===== src/rtl/input_debouncer.sv =====
// Per-channel synchroniser plus debounce FSM producing clean levels and rise/fall strobes.
// Optional rejected-bounce statistics counter enabled by INPUT_DEBOUNCE_STATS_EN.
module input_debouncer #(
    parameter int unsigned WIDTH           = 5,
    parameter int unsigned SYNC_STAGES     = 2,
    parameter int unsigned DEBOUNCE_CYCLES = 1000000
) (
    input  logic             clk_100mhz,
    input  logic             rst_n,
    input  logic [WIDTH-1:0] in_raw,
    output logic [WIDTH-1:0] in_clean,
    output logic [WIDTH-1:0] in_rise,
    output logic [WIDTH-1:0] in_fall
`ifdef INPUT_DEBOUNCE_STATS_EN
    ,
    output logic [15:0]      glitch_count
`endif
);

    localparam int unsigned CNT_W = $clog2(DEBOUNCE_CYCLES + 1);
    localparam logic [CNT_W-1:0] CNT_LAST = CNT_W'(DEBOUNCE_CYCLES - 1);

    localparam logic [0:0] ST_STABLE   = 1'b0;
    localparam logic [0:0] ST_SETTLING = 1'b1;

    logic [WIDTH-1:0] r_sync [SYNC_STAGES];
    logic [WIDTH-1:0] w_sync;

    logic [WIDTH-1:0] r_state;
    logic [WIDTH-1:0] w_state_nxt;
    logic [CNT_W-1:0] r_cnt     [WIDTH];
    logic [CNT_W-1:0] w_cnt_nxt [WIDTH];

    logic [WIDTH-1:0] r_clean;
    logic [WIDTH-1:0] w_clean_nxt;
    logic [WIDTH-1:0] r_rise;
    logic [WIDTH-1:0] r_fall;

    // Synchroniser chain: the only consumer of the asynchronous pins.
    always_ff @(posedge clk_100mhz or negedge rst_n) begin
        if (!rst_n) begin
            for (int s = 0; s < int'(SYNC_STAGES); s++) begin
                r_sync[s] <= '0;
            end
        end else begin
            r_sync[0] <= in_raw;
            for (int s = 1; s < int'(SYNC_STAGES); s++) begin
                r_sync[s] <= r_sync[s-1];
            end
        end
    end

    assign w_sync = r_sync[SYNC_STAGES-1];

`ifdef INPUT_DEBOUNCE_STATS_EN
    localparam int unsigned REJ_W = $clog2(WIDTH + 1);
    logic [WIDTH-1:0] w_rej;
    logic [REJ_W-1:0] w_rej_sum;
    logic [16:0]      w_glitch_sum;
    logic [15:0]      r_glitch;
`endif

    // Next-state logic for every channel's STABLE/SETTLING FSM.
    always_comb begin
        w_state_nxt = r_state;
        w_clean_nxt = r_clean;
`ifdef INPUT_DEBOUNCE_STATS_EN
        w_rej       = '0;
`endif
        for (int i = 0; i < int'(WIDTH); i++) begin
            w_cnt_nxt[i] = r_cnt[i];
            case (r_state[i])
                ST_STABLE: begin
                    w_cnt_nxt[i] = '0;
                    if (w_sync[i] != r_clean[i]) begin
                        w_state_nxt[i] = ST_SETTLING;
                        w_cnt_nxt[i]   = CNT_W'(1);
                    end
                end
                ST_SETTLING: begin
                    if (w_sync[i] != r_clean[i]) begin
                        if (r_cnt[i] == CNT_LAST) begin
                            w_clean_nxt[i] = w_sync[i];
                            w_cnt_nxt[i]   = '0;
                            w_state_nxt[i] = ST_STABLE;
                        end else begin
                            w_cnt_nxt[i] = r_cnt[i] + CNT_W'(1);
                        end
                    end else begin
                        // Input fell back before the window completed: bounce rejected.
                        w_cnt_nxt[i]   = '0;
                        w_state_nxt[i] = ST_STABLE;
`ifdef INPUT_DEBOUNCE_STATS_EN
                        w_rej[i]       = 1'b1;
`endif
                    end
                end
                default: begin
                    w_cnt_nxt[i]   = '0;
                    w_state_nxt[i] = ST_STABLE;
                end
            endcase
        end
    end

    // FSM state, counters, clean level and strobes.
    always_ff @(posedge clk_100mhz or negedge rst_n) begin
        if (!rst_n) begin
            r_state <= {WIDTH{ST_STABLE}};
            r_clean <= '0;
            r_rise  <= '0;
            r_fall  <= '0;
            for (int i = 0; i < int'(WIDTH); i++) begin
                r_cnt[i] <= '0;
            end
        end else begin
            r_state <= w_state_nxt;
            r_clean <= w_clean_nxt;
            r_rise  <= w_clean_nxt & ~r_clean;
            r_fall  <= ~w_clean_nxt & r_clean;
            for (int i = 0; i < int'(WIDTH); i++) begin
                r_cnt[i] <= w_cnt_nxt[i];
            end
        end
    end

    assign in_clean = r_clean;
    assign in_rise  = r_rise;
    assign in_fall  = r_fall;

`ifdef INPUT_DEBOUNCE_STATS_EN
    // Rejections from all channels in one cycle are summed, then saturated.
    always_comb begin
        w_rej_sum = '0;
        for (int i = 0; i < int'(WIDTH); i++) begin
            w_rej_sum = w_rej_sum + REJ_W'(w_rej[i]);
        end
        w_glitch_sum = {1'b0, r_glitch} + 17'(w_rej_sum);
    end

    always_ff @(posedge clk_100mhz or negedge rst_n) begin
        if (!rst_n) begin
            r_glitch <= '0;
        end else if (w_glitch_sum[16]) begin
            r_glitch <= 16'hFFFF;
        end else begin
            r_glitch <= w_glitch_sum[15:0];
        end
    end

    assign glitch_count = r_glitch;
`endif

endmodule


===== config.mk =====
export PLATFORM = sky130hd
export DESIGN_NAME = input_debouncer
export DESIGN_NICKNAME = d
export VERILOG_FILES = /design/src/rtl/input_debouncer.sv
export SDC_FILE = /design/constraint.sdc
export NUM_CORES = 1
export LEC_CHECK = 0
export ABC_AREA = 1
export CAP_MARGIN = 15
export CORE_UTILIZATION = 30
export CTS_CLUSTER_SIZE = 24
export DETAILED_ROUTE_END_ITERATION = 10
export GPL_TIMING_DRIVEN = 0
export HOLD_SLACK_MARGIN = 0.1
export SKIP_LAST_GASP = 1
export SLEW_MARGIN = 5
export SYNTH_ARGS = -nofsm -noshare
export SYNTH_HDL_FRONTEND = slang
export SYNTH_SLANG_ARGS = --single-unit
export TNS_END_PERCENT = 10

===== constraint.sdc =====
create_clock -name clk_100mhz -period 4.1 [get_ports clk_100mhz]
set_clock_uncertainty 0.05 [all_clocks]
set_input_delay 0.41 -clock clk_100mhz [delete_from_list [all_inputs] [get_ports clk_100mhz]]
set_output_delay 0.41 -clock clk_100mhz [all_outputs]
set_load 0.02 [all_outputs]

==> qor.yml <==
drt_iter0_drc: 206
routedWlPerCell_um: 10.9
rows: 54
leakage_nw: 3.57
cp_max_fo: 4
ir_worst_vdd_v: 0.000287
first_pass_iters: 4
syn-mean-instance-area_um2: 7.81
drt-total-wl_um: 13000
tritoncts: "yes"
path_buf_inv: 1
dp.cells: 1161
nFillCells: 2255
netlist_area_um2: 6710
start_util_pct: 30.6
pre_cts_ws_ps: 2440
setup_viol: 0
synth_edf_count: 0
core_um2: 21900
synth_async_sr_flop_share_pct: 100
setup_ws_ps: 2180
fmax_mhz: 521
slew_violations: 0
worstMarginPinSlew_ps: 472
min-delay-start: "r_sync[8]"
synthTopCellsByArea: "dfrtp_1 (48%), nor2_1 (12%), nand2_1 (10%)"
cts_root_buf: "clkbuf_16"
fin_crit_ps: 1920
grt_util_met3_pct: 3.14
die_y_um: 152
grt_max_degree: 86
place_congestion: 0.796
diodes: 0
r2r_setup_slack_ps: 2430
p_per_area_nw_per_um2: 387
cp-end-kind: "output port"
drc_errors: 0
htree_levels: 4
post-dp-hpwl_um: 9100
ys_warn_count: 0
busiest_layer: "met2"
path_depth: 1
syn2layout_area_growth_pct: 18.5
ys_types: 29
fin_crit_sh_pct: 46.8
grtUsageTotal_pct: 12.9
die_w_um: 152
synth_nets: 871
num_io_pins: 22
crit_chain: "clkdlybuf4s50_1"
clock_latency_ps: 420
cp_top_family: "buffers and inverters"
ys.flop_type: "dfrtp_1"
max_cap_violations: 0
cp_slowest_cell: "clkdlybuf4s50_1"
yosysMostFrequentCell: "nor2_1"
viasPerCell: 4.39
report.final.hold_viol_count: 0
r2r_start: "r_cnt[40]"
ys_ff_latch: 130
clkTransAtPathRegs_ps: 60
dieArea_um2: 23000
tns_ps: 0
vias: 5242
fin_cells: 1194
cts_made_buffers: 17
startpoint_type: "flop"
globalRouteMet2Util_pct: 20.9
required_ps: 3640
ant_nets: 0
relSlewSlack_pct: 68.5
grt_pass1_wl_um: 23100
cts_setup_buffers: 0
ys_seq_area_share_pct: 48.5
rr_worst_depth: 9
max_stage_delay_ps: 650
critPathCapture: "in_clean[2]"
overflow: 0
antenna_found_initial: 0
numClockSinks: 130
hold_class: "reg -> reg"
arrival_ps: 1460
r2r_end: "r_cnt[50]"
syn-instance-count: 859
synth_top_area_share_pct: 48.5
clockBufferDepth: 2
final_nets: 913
outcome: "finished clean"
synth_top_cell_by_area: "dfrtp_1"
critPathKind: "reg -> out"
fin_util_pct: 36.3
drive_gt1_share_pct: 10.1
crit_path_start: "in_clean[2]"
grt_use_met1_pct: 16.3
cts_resized: 0
grt_pass1_vias: 5116
io_buffers: 21
netlist_top_cells_count: "nor2_1 (206), nand2_1 (178), dfrtp_1 (130)"
rsz0062_at_grt: "no"
-- stage by stage --
stage | hold slack, ps | power (W) | instance area [um2]
after floorplan | 64.4 | 0.00140 | 6710
after global placement | 284 | 0.00145 | 7270
after detailed placement | 286 | 0.00146 | 7300
after CTS | 299 | 0.00312 | 7950
after global routing | 312 | 0.00320 | 7950
final | 296 | 0.00308 | 7950
-- per-layer routing --
| layer | part of all wire [%] | up-vias |
|---|---|---|
| met5 | 0 | - |
| met4 | 1.5 | 0 |
| met3 | 3.3 | 18 |
| met2 | 47 | 68 |
| met1 | 48 | 2427 |
| li1 | - | 2729 |
-- how the worst min path moves through the flow --
stage / to / slack, ps / cells after the start
3_5_place_dp: w_sync[3] / 290 / 0
5_1_grt: w_sync[3] / 310 / 0
3_3_place_gp: w_sync[1] / 280 / 0
2_1_floorplan: in_clean[0] / 60 / 0
4_1_cts: w_sync[3] / 300 / 0
6_report: w_sync[3] / 300 / 0
-- what timing repair did --
action	in CTS	in global routing
endpoints found under the setup margin	0	0
endpoints found under the hold margin	45	0
hold buffers	1	0
-- logic make-up after synthesis --
family,synth area share (%)
buf+inv,7.33
compound gates,2.46
simple gates,35.2
fa+ha+maj,0.933
flops,48.5
xor+xnor,5.61
-- placed cells by master, fill, tap and decap left out, types with 3 or more instances in the layout --
master,count
dfrtp_1,130
ha_1,5
nor3_1,24
nand2_1,178
inv_2,5
bufinv_16,5
inv_1,112
o21ai_0,6
clkdlybuf4s50_1,20
nor3_4,3
nor2_4,11
xor2_1,36
clkbuf_16,17
nand3_1,56
nand2_2,12
o21bai_1,4
nand4_1,17
nor2_1,206
a21oi_1,15
clkinvlp_4,3
clkinv_2,5
nor2_2,16
xnor2_1,7
buf_6,5
-- report_power, final --
group	leakage, nW	internal [W]	total (W)	switching [W]
Clock	0.308	0.00107	0.00164	0.000570
Combinational	1.49	0.0000339	0.000113	0.0000794
Sequential	1.77	0.00130	0.00132	0.0000152
-- worst reg2reg max path: cells and delay by family, from the launching register on --
family / cells / cell delay (ps)
fa+ha+maj: 1 / 190
buf+inv: 2 / 270
flops: 1 / 380
simple gates: 6 / 670
-- registers in the layout (all words and copies together) (netlist names) --
name / flops
r_state: 5
w_sync: 5
in_rise: 5
in_fall: 5
r_cnt: 100
in_clean: 5
r_sync: 5
-- area by class of cell --
| type | count | area, um2 | share of cell area (%) |
|---|---|---|---|
| Buffer | 5 | 52.6 | 0.661 |
| Clock buffer | 17 | 425 | 5.35 |
| Clock inverter | 15 | 215 | 2.71 |
| Multi-Input combinational cell | 607 | 2960 | 37.3 |
| Sequential cell | 130 | 3250 | 40.9 |
| Tap cell | 280 | 350 | 4.41 |
| Timing Repair Buffer | 23 | 249 | 3.13 |
| Inverter | 117 | 439 | 5.53 |
No activity file was read; power rests on OpenSTA's default activity.
